<file path="src/rtl/fifo_drain_sched.sv">
`default_nettype none
// ============================================================================
// Module   : fifo_drain_sched
// Purpose  : Avalon-MM controlled scheduler that watches a FIFO fill level
//            and sequences drain bursts to a consumer via req/ack/done.
//            Optional BUSY watchdog enabled by FIFO_DRAIN_TIMEOUT_EN.
//            USEDW_W must not exceed the 32-bit register width.
// Revision : 1.0 - initial release
// ============================================================================
module fifo_drain_sched #(
  parameter int USEDW_W     = 32,
  parameter int FIFO_DEPTH  = 1024,
  parameter int HOLDOFF_CYC = 4,
  parameter int TIMEOUT_CYC = 65535
) (
  input  logic               clk,
  input  logic               reset_n,
  input  logic [2:0]         address,
  input  logic               chipselect,
  input  logic               write_n,
  input  logic [31:0]        writedata,
  output logic [31:0]        readdata,
  input  logic [USEDW_W-1:0] usedw,
  output logic               drain_req,
  output logic [USEDW_W-1:0] drain_len,
  input  logic               drain_ack,
  input  logic               drain_done,
  output logic               irq
);

  typedef enum logic [1:0] {
    ST_IDLE = 2'd0,
    ST_REQ  = 2'd1,
    ST_BUSY = 2'd2,
    ST_HOLD = 2'd3
  } state_t;

  localparam int                  c_HOLD_W    = (HOLDOFF_CYC > 1) ? $clog2(HOLDOFF_CYC) : 1;
  localparam logic [c_HOLD_W-1:0] c_HOLD_LOAD = c_HOLD_W'(HOLDOFF_CYC - 1);
  localparam logic [USEDW_W-1:0]  c_DEPTH     = USEDW_W'(FIFO_DEPTH);
  localparam logic [USEDW_W-1:0]  c_BURST_RST = USEDW_W'(16);

  state_t               r_state;
  state_t               w_state_next;
  logic                 r_enable;
  logic                 r_irq_done_en;
  logic                 r_irq_ovf_en;
  logic [USEDW_W-1:0]   r_thresh;
  logic [USEDW_W-1:0]   r_burst;
  logic                 r_done_evt;
  logic                 r_ovf_evt;
  logic                 r_timeout_evt;
  logic [31:0]          r_count;
  logic [USEDW_W-1:0]   r_len;
  logic [c_HOLD_W-1:0]  r_hold_cnt;
  logic [31:0]          r_readdata;
  logic                 r_irq;

  logic                 w_wr;
  logic                 w_w1c;
  logic                 w_trigger;
  logic                 w_load_len;
  logic                 w_burst_done;
  logic                 w_timeout_hit;
  logic [USEDW_W-1:0]   w_len_sel;
  logic [31:0]          w_rd_mux;

  assign w_wr      = chipselect & ~write_n;
  assign w_w1c     = w_wr && (address == 3'd3);
  assign w_trigger = r_enable && (r_thresh != '0) && (usedw >= r_thresh);
  // A zero burst limit means "drain everything currently in the FIFO".
  assign w_len_sel = ((r_burst == '0) || (usedw < r_burst)) ? usedw : r_burst;

`ifdef FIFO_DRAIN_TIMEOUT_EN
  logic [31:0] r_wdog;

  // Watchdog counts BUSY cycles; held at zero outside BUSY so it restarts on entry
  always_ff @(posedge clk or negedge reset_n) begin
    if (!reset_n)                r_wdog <= '0;
    else if (r_state != ST_BUSY) r_wdog <= '0;
    else                         r_wdog <= r_wdog + 32'd1;
  end

  // A done arriving on the final watchdog cycle still counts as a completion
  assign w_timeout_hit = (r_state == ST_BUSY) && !drain_done &&
                         (r_wdog == 32'(TIMEOUT_CYC - 1));
`else
  assign w_timeout_hit = 1'b0;
`endif

  // State register
  always_ff @(posedge clk or negedge reset_n) begin
    if (!reset_n) r_state <= ST_IDLE;
    else          r_state <= w_state_next;
  end

  // Next-state decode plus the one-cycle control strobes that go with it
  always_comb begin
    w_state_next = r_state;
    w_load_len   = 1'b0;
    w_burst_done = 1'b0;
    case (r_state)
      ST_IDLE: begin
        if (w_trigger) begin
          w_state_next = ST_REQ;
          w_load_len   = 1'b1;
        end
      end
      ST_REQ: begin
        if (drain_ack)      w_state_next = ST_BUSY;
        else if (!r_enable) w_state_next = ST_IDLE;
      end
      ST_BUSY: begin
        if (drain_done) begin
          w_state_next = ST_HOLD;
          w_burst_done = 1'b1;
        end else if (w_timeout_hit) begin
          w_state_next = ST_HOLD;
        end
      end
      ST_HOLD: begin
        if (r_hold_cnt == '0) w_state_next = ST_IDLE;
      end
      default: w_state_next = ST_IDLE;
    endcase
  end

  // Holdoff counter: loaded on HOLD entry, counts down to zero while in HOLD
  always_ff @(posedge clk or negedge reset_n) begin
    if (!reset_n)
      r_hold_cnt <= '0;
    else if ((w_state_next == ST_HOLD) && (r_state != ST_HOLD))
      r_hold_cnt <= c_HOLD_LOAD;
    else if ((r_state == ST_HOLD) && (r_hold_cnt != '0))
      r_hold_cnt <= r_hold_cnt - 1'b1;
  end

  // Burst length latched only at the trigger so later register writes cannot disturb it
  always_ff @(posedge clk or negedge reset_n) begin
    if (!reset_n)        r_len <= '0;
    else if (w_load_len) r_len <= w_len_sel;
  end

  // Software-programmable control registers
  always_ff @(posedge clk or negedge reset_n) begin
    if (!reset_n) begin
      r_enable      <= 1'b0;
      r_irq_done_en <= 1'b0;
      r_irq_ovf_en  <= 1'b0;
      r_thresh      <= '0;
      r_burst       <= c_BURST_RST;
    end else if (w_wr) begin
      case (address)
        3'd0: begin
          r_enable      <= writedata[0];
          r_irq_done_en <= writedata[1];
          r_irq_ovf_en  <= writedata[2];
        end
        3'd1:    r_thresh <= writedata[USEDW_W-1:0];
        3'd2:    r_burst  <= writedata[USEDW_W-1:0];
        default: ;
      endcase
    end
  end

  // Sticky events: a new event in the same cycle beats the write-1-to-clear
  always_ff @(posedge clk or negedge reset_n) begin
    if (!reset_n) begin
      r_done_evt    <= 1'b0;
      r_ovf_evt     <= 1'b0;
      r_timeout_evt <= 1'b0;
    end else begin
      r_done_evt    <= w_burst_done | (r_done_evt & ~(w_w1c & writedata[0]));
      r_ovf_evt     <= (usedw >= c_DEPTH) | (r_ovf_evt & ~(w_w1c & writedata[1]));
      r_timeout_evt <= w_timeout_hit | (r_timeout_evt & ~(w_w1c & writedata[2]));
    end
  end

  // Completed-burst counter; any write to it clears, a coincident completion counts as one
  always_ff @(posedge clk or negedge reset_n) begin
    if (!reset_n)
      r_count <= '0;
    else if (w_wr && (address == 3'd4))
      r_count <= w_burst_done ? 32'd1 : 32'd0;
    else if (w_burst_done)
      r_count <= r_count + 32'd1;
  end

  // Read-data mux, registered below for a fixed one-cycle read latency
  always_comb begin
    w_rd_mux = 32'd0;
    case (address)
      3'd0:    w_rd_mux = {29'd0, r_irq_ovf_en, r_irq_done_en, r_enable};
      3'd1:    w_rd_mux = 32'(r_thresh);
      3'd2:    w_rd_mux = 32'(r_burst);
      3'd3:    w_rd_mux = {21'd0, 1'b0, r_state, 5'd0, r_timeout_evt, r_ovf_evt, r_done_evt};
      3'd4:    w_rd_mux = r_count;
      3'd5:    w_rd_mux = 32'(usedw);
      default: w_rd_mux = 32'd0;
    endcase
  end

  // Registered read data and interrupt (irq lags its event bit by one cycle)
  always_ff @(posedge clk or negedge reset_n) begin
    if (!reset_n) begin
      r_readdata <= '0;
      r_irq      <= 1'b0;
    end else begin
      r_readdata <= w_rd_mux;
      r_irq      <= (r_done_evt & r_irq_done_en) | (r_ovf_evt & r_irq_ovf_en) |
                    (r_timeout_evt & r_irq_done_en);
    end
  end

  assign readdata  = r_readdata;
  assign irq       = r_irq;
  assign drain_req = (r_state == ST_REQ);
  assign drain_len = r_len;

endmodule
`default_nettype wire
</file>
<file path="config.mk">
export PLATFORM = sky130hd
export DESIGN_NAME = fifo_drain_sched
export DESIGN_NICKNAME = d
export VERILOG_FILES = /design/src/rtl/fifo_drain_sched.sv
export SDC_FILE = /design/constraint.sdc
export NUM_CORES = 1
export LEC_CHECK = 0
export ABC_CLOCK_PERIOD_IN_PS = 2400
export CORE_ASPECT_RATIO = 1.4
export CORE_MARGIN = 2
export CORE_UTILIZATION = 50
export CTS_BUF_LIST = sky130_fd_sc_hd__clkbuf_8
export CTS_CLUSTER_SIZE = 8
export DETAILED_ROUTE_END_ITERATION = 6
export PLACE_DENSITY_LB_ADDON = 0.2
export SLEW_MARGIN = 20
export SYNTH_ARGS = -nofsm -noshare
export SYNTH_HDL_FRONTEND = slang
export SYNTH_SLANG_ARGS = --single-unit
</file>
<file path="constraint.sdc">
create_clock -name clk -period 2.4 [get_ports clk]
set_clock_uncertainty 0.15 [all_clocks]
set_input_delay 0.24 -clock clk [delete_from_list [all_inputs] [get_ports clk]]
set_output_delay 0.24 -clock clk [all_outputs]
set_load 0.01 [all_outputs]
</file>
==> run_results.csv <==
group,metric,value,unit
route,viasPerCell,6.493,
critical_path,max_stage_delay,0.67,ns
route,drc,1,
clock_network,cts.clk_slew.worst_paths,0.10,ns
clock_network,clk_latency,0.47,ns
sta,whs,0.1351,ns
pwr,intPower,0.007363,W
grt,gr-total-overflow,0,
outcome,violations,"DRC, setup timing",
pwr,pwr-share-clk,0.201,
critical_path,path_depth,11,
critical_path,r2r_cells,11,
grt,groute.usage.overall,0.3548,
critical_path,critPathArrivalTime,2.95,ns
sta,fmax,368.4,MHz
critical_path,end_kind,"flip-flop",
critical_path,reg2reg_slack,-0.29,ns
logic_synthesis,synthDistinctLibCells,59,
pwr,power_density,833.1,mW/mm^2
min_path,holdCritPathClass,"in -> async",
critical_path,startpoint,"usedw[11]",
die,initial_utilization,0.5093,
clock_network,h-tree-depth,4,
die,core,0.01992,sq mm
grt,antenna_found_initial,0,
logic_synthesis,synth-edff-count,0,
route,drt_wl_total,38220,microns
logic_synthesis,ys_seq_elements,171,
place,hpwlAfterDp,28260,microns
sta,grt_setup_unrepaired,"yes",
critical_path,crit_end,"drain_len[8]",
critical_path,worstReg2RegStart,"r_burst[11]",
critical_path,cp.required,2.64,ns
sta,worst_pin_slew,0.5376,ns
sta,fin_tns_setup,-9.084,ns
critical_path,critical-path-slowest-cell,"clkdlybuf4s50_1",
pwr,ir_drop,0.4661,mV
critical_path,reg2reg_to,"drain_len[8]",
critical_path,cp_cell_sequence,"clkdlybuf4s50_1, ha_4, and2_4, a221o_1, a221oi_2, buf_4, o31a_1, buf_6, buf_8, o211ai_1, a41oi_2",
sta,period_needed,2.714,ns
clock_network,cts-root-buf,"clkbuf_8",
logic_synthesis,synthesis.area,0.01015,sq mm
finish,drive_gt1_frac,0.2606,
sta,slew_headroom,0.6378,
place,place_congestion,1.020,
finish,nFillCells,1544,
clock_network,cts_sinks,171,
outcome,status,"finished with violations",
critical_path,crit_family,"buffers and inverters",
critical_path,cp_num_buf_inv,4,
critical_path,start_kind,"primary input",
place,dpl.cell_count,1535,
sta,finalCritPeriodShare,1.131,
die,die_y,172.6,microns
logic_synthesis,synth_top_flop_cell,"dfrtp_1",
logic_synthesis,synthCells,1029,
critical_path,path_max_fanout,7,
sta,hold_violations,0,
place,port_buffers,138,
sta,layout_setup_ws,-0.3141,ns
pwr,p_leak,6.049,nW
grt,grt_pass1_vias,10410,
critical_path,crit_type,"in -> reg",
die,fp.dieW,124.4,microns
route,antenna_left,0,
route,post_drt_wl_per_cell,24.25,microns
clock_network,cts_buffer_depth,2,
logic_synthesis,synth_most_common_cell,"dfrtp_1",
route,num_vias,10230,
clock_network,tritoncts,"yes",
clock_network,cts_made_buffers,17,
pwr,switchingPower,0.004236,W
logic_synthesis,async_reset_ff_frac,1.000,
die,die_area,0.02146,sq mm
logic_synthesis,synth_top_area_share,0.4193,
logic_synthesis,syn_nets,1167,
grt,grt_pass1_wl,59330,microns
sta,finalSetupViolCount,33,
finish,area_growth,37.23,%
pwr,p_sw_frac,0.3652,
route,first_pass_iters,7,
pwr,combinationalPowerShare,0.442,
grt,grt_max_degree,53,
die,rows,61,
job,drv_cap,0,
finish,stdcell_count,1576,
sta,slew_viol_final,0,
pwr,seq_power_share,0.357,
finish,n_antenna_cell,0,
logic_synthesis,synth.yosys.warnings,0,
logic_synthesis,synth_area_leaders,"dfrtp_1 (42%), ha_1 (8.0%), mux2_2 (7.5%), nor4_1 (3.5%), mux2i_1 (3.2%)",
finish,fin_nets,1450,
logic_synthesis,avgSynthCellArea,9.860,sq um
logic_synthesis,yosysSeqAreaShare,0.4219,
logic_synthesis,synth_common_cells,"dfrtp_1 (170), inv_1 (72), mux2_2 (68)",
logic_synthesis,yosysTopAreaCell,"dfrtp_1",
place,pre_cts_ws,-0.7473,ns
die,io_pins,139,
route,drtIter0Drc,1053,
==> power groups by stage <==
stage / logic (W) / clock network, W / registers, W
2_1_floorplan: 0.00206 / 0 / 0.00420
3_3_place_gp: 0.00468 / 0 / 0.00417
3_5_place_dp: 0.00477 / 0 / 0.00416
4_1_cts: 0.00488 / 0.00236 / 0.00412
5_1_grt: 0.00549 / 0.00245 / 0.00420
6_report: 0.00512 / 0.00234 / 0.00414
==> metrics by stage <==
| stage | instance area [sq um] | util | total power (W) |
|---|---|---|---|
| 2_1_floorplan | 10190 | - | 0.006257 |
| 3_3_place_gp | 13150 | 0.6601 | 0.008846 |
| 3_5_place_dp | 13150 | 0.6601 | 0.008937 |
| 4_1_cts | 13690 | 0.6872 | 0.01136 |
| 5_1_grt | 13920 | 0.6990 | 0.01214 |
| 6_report | 13920 | 0.6990 | 0.01160 |
==> timing repair <==
| action | in CTS | in global routing |
|---|---|---|
| hold buffers | 1 | 0 |
| endpoints found under the setup margin | 33 | 33 |
| gates cloned | 2 | 2 |
| resized for setup | 16 | 33 |
| pin swaps | 4 | 20 |
| setup buffers | 2 | 3 |
| endpoints found under the hold margin | 48 | 0 |
==> cells by family (layout without fill, tap and decap cells) <==
| group | after synthesis | after routing | share of synthesized area |
|---|---|---|---|
| simple gates | 293 | 293 | 0.1523 |
| flops | 171 | 171 | 0.4219 |
| buf+inv | 145 | 440 | 0.05562 |
| mux | 103 | 103 | 0.1137 |
| xor+xnor | 25 | 25 | 0.02158 |
| compound gates | 227 | 227 | 0.1548 |
| fa+ha+maj | 65 | 65 | 0.08016 |
==> worst min-delay path by stage <==
stage | from | depth (start not counted) | end
CTS | reset_n | 2 | r_burst[18]
finish | reset_n | 2 | r_burst[18]
detailed placement | reset_n | 1 | drain_len[16]
global placement | reset_n | 1 | r_burst[19]
floorplan | reset_n | 0 | drain_len[0]
global route | reset_n | 2 | r_thresh[17]
==> flip-flops by register name, summed over array words and instances (netlist names), 2 cells and up <==
register	count
r_burst	32
readdata	32
r_state	2
drain_len	32
r_count	32
r_hold_cnt	2
r_thresh	32
==> cells in the final DEF, fill, tap and decap left out, types with 16 or more instances in the layout <==
cell type          n
nand4_1           16
nand3_1           47
dfrtp_1          167
mux2_2            68
a22oi_1           29
nor4_1            56
a21oi_1           50
o21ai_0           16
a41oi_1           23
nor2_1            41
nand2_1           43
clkbuf_8          19
clkdlybuf4s50_1  135
nor3_1            37
o22ai_1           32
o211ai_1          33
buf_4            177
ha_1              60
xor2_1            16
mux2i_1           32
inv_1             67
==> metal layers <==
layer / global-route usage / wire (microns) / share of wire
met1: 0.4270 / 13970 / 0.37
met2: 0.6000 / 18510 / 0.48
met3: 0.06590 / 3045 / 0.080
met4: 0.1943 / 2692 / 0.070
met5: 0 / 0 / 0
==> layout make-up <==
type	instances	area, sq um	area share
multi-input combinational	713	5520	0.3965
sequential	171	4284	0.3077
timing repair buffer	337	3085	0.2216
tap	252	315.3	0.02265
inverter	72	270.3	0.01941
clock buffer	19	261.5	0.01878
clock inverter	12	186.4	0.01339
No activity file was read; power rests on OpenSTA's default activity.
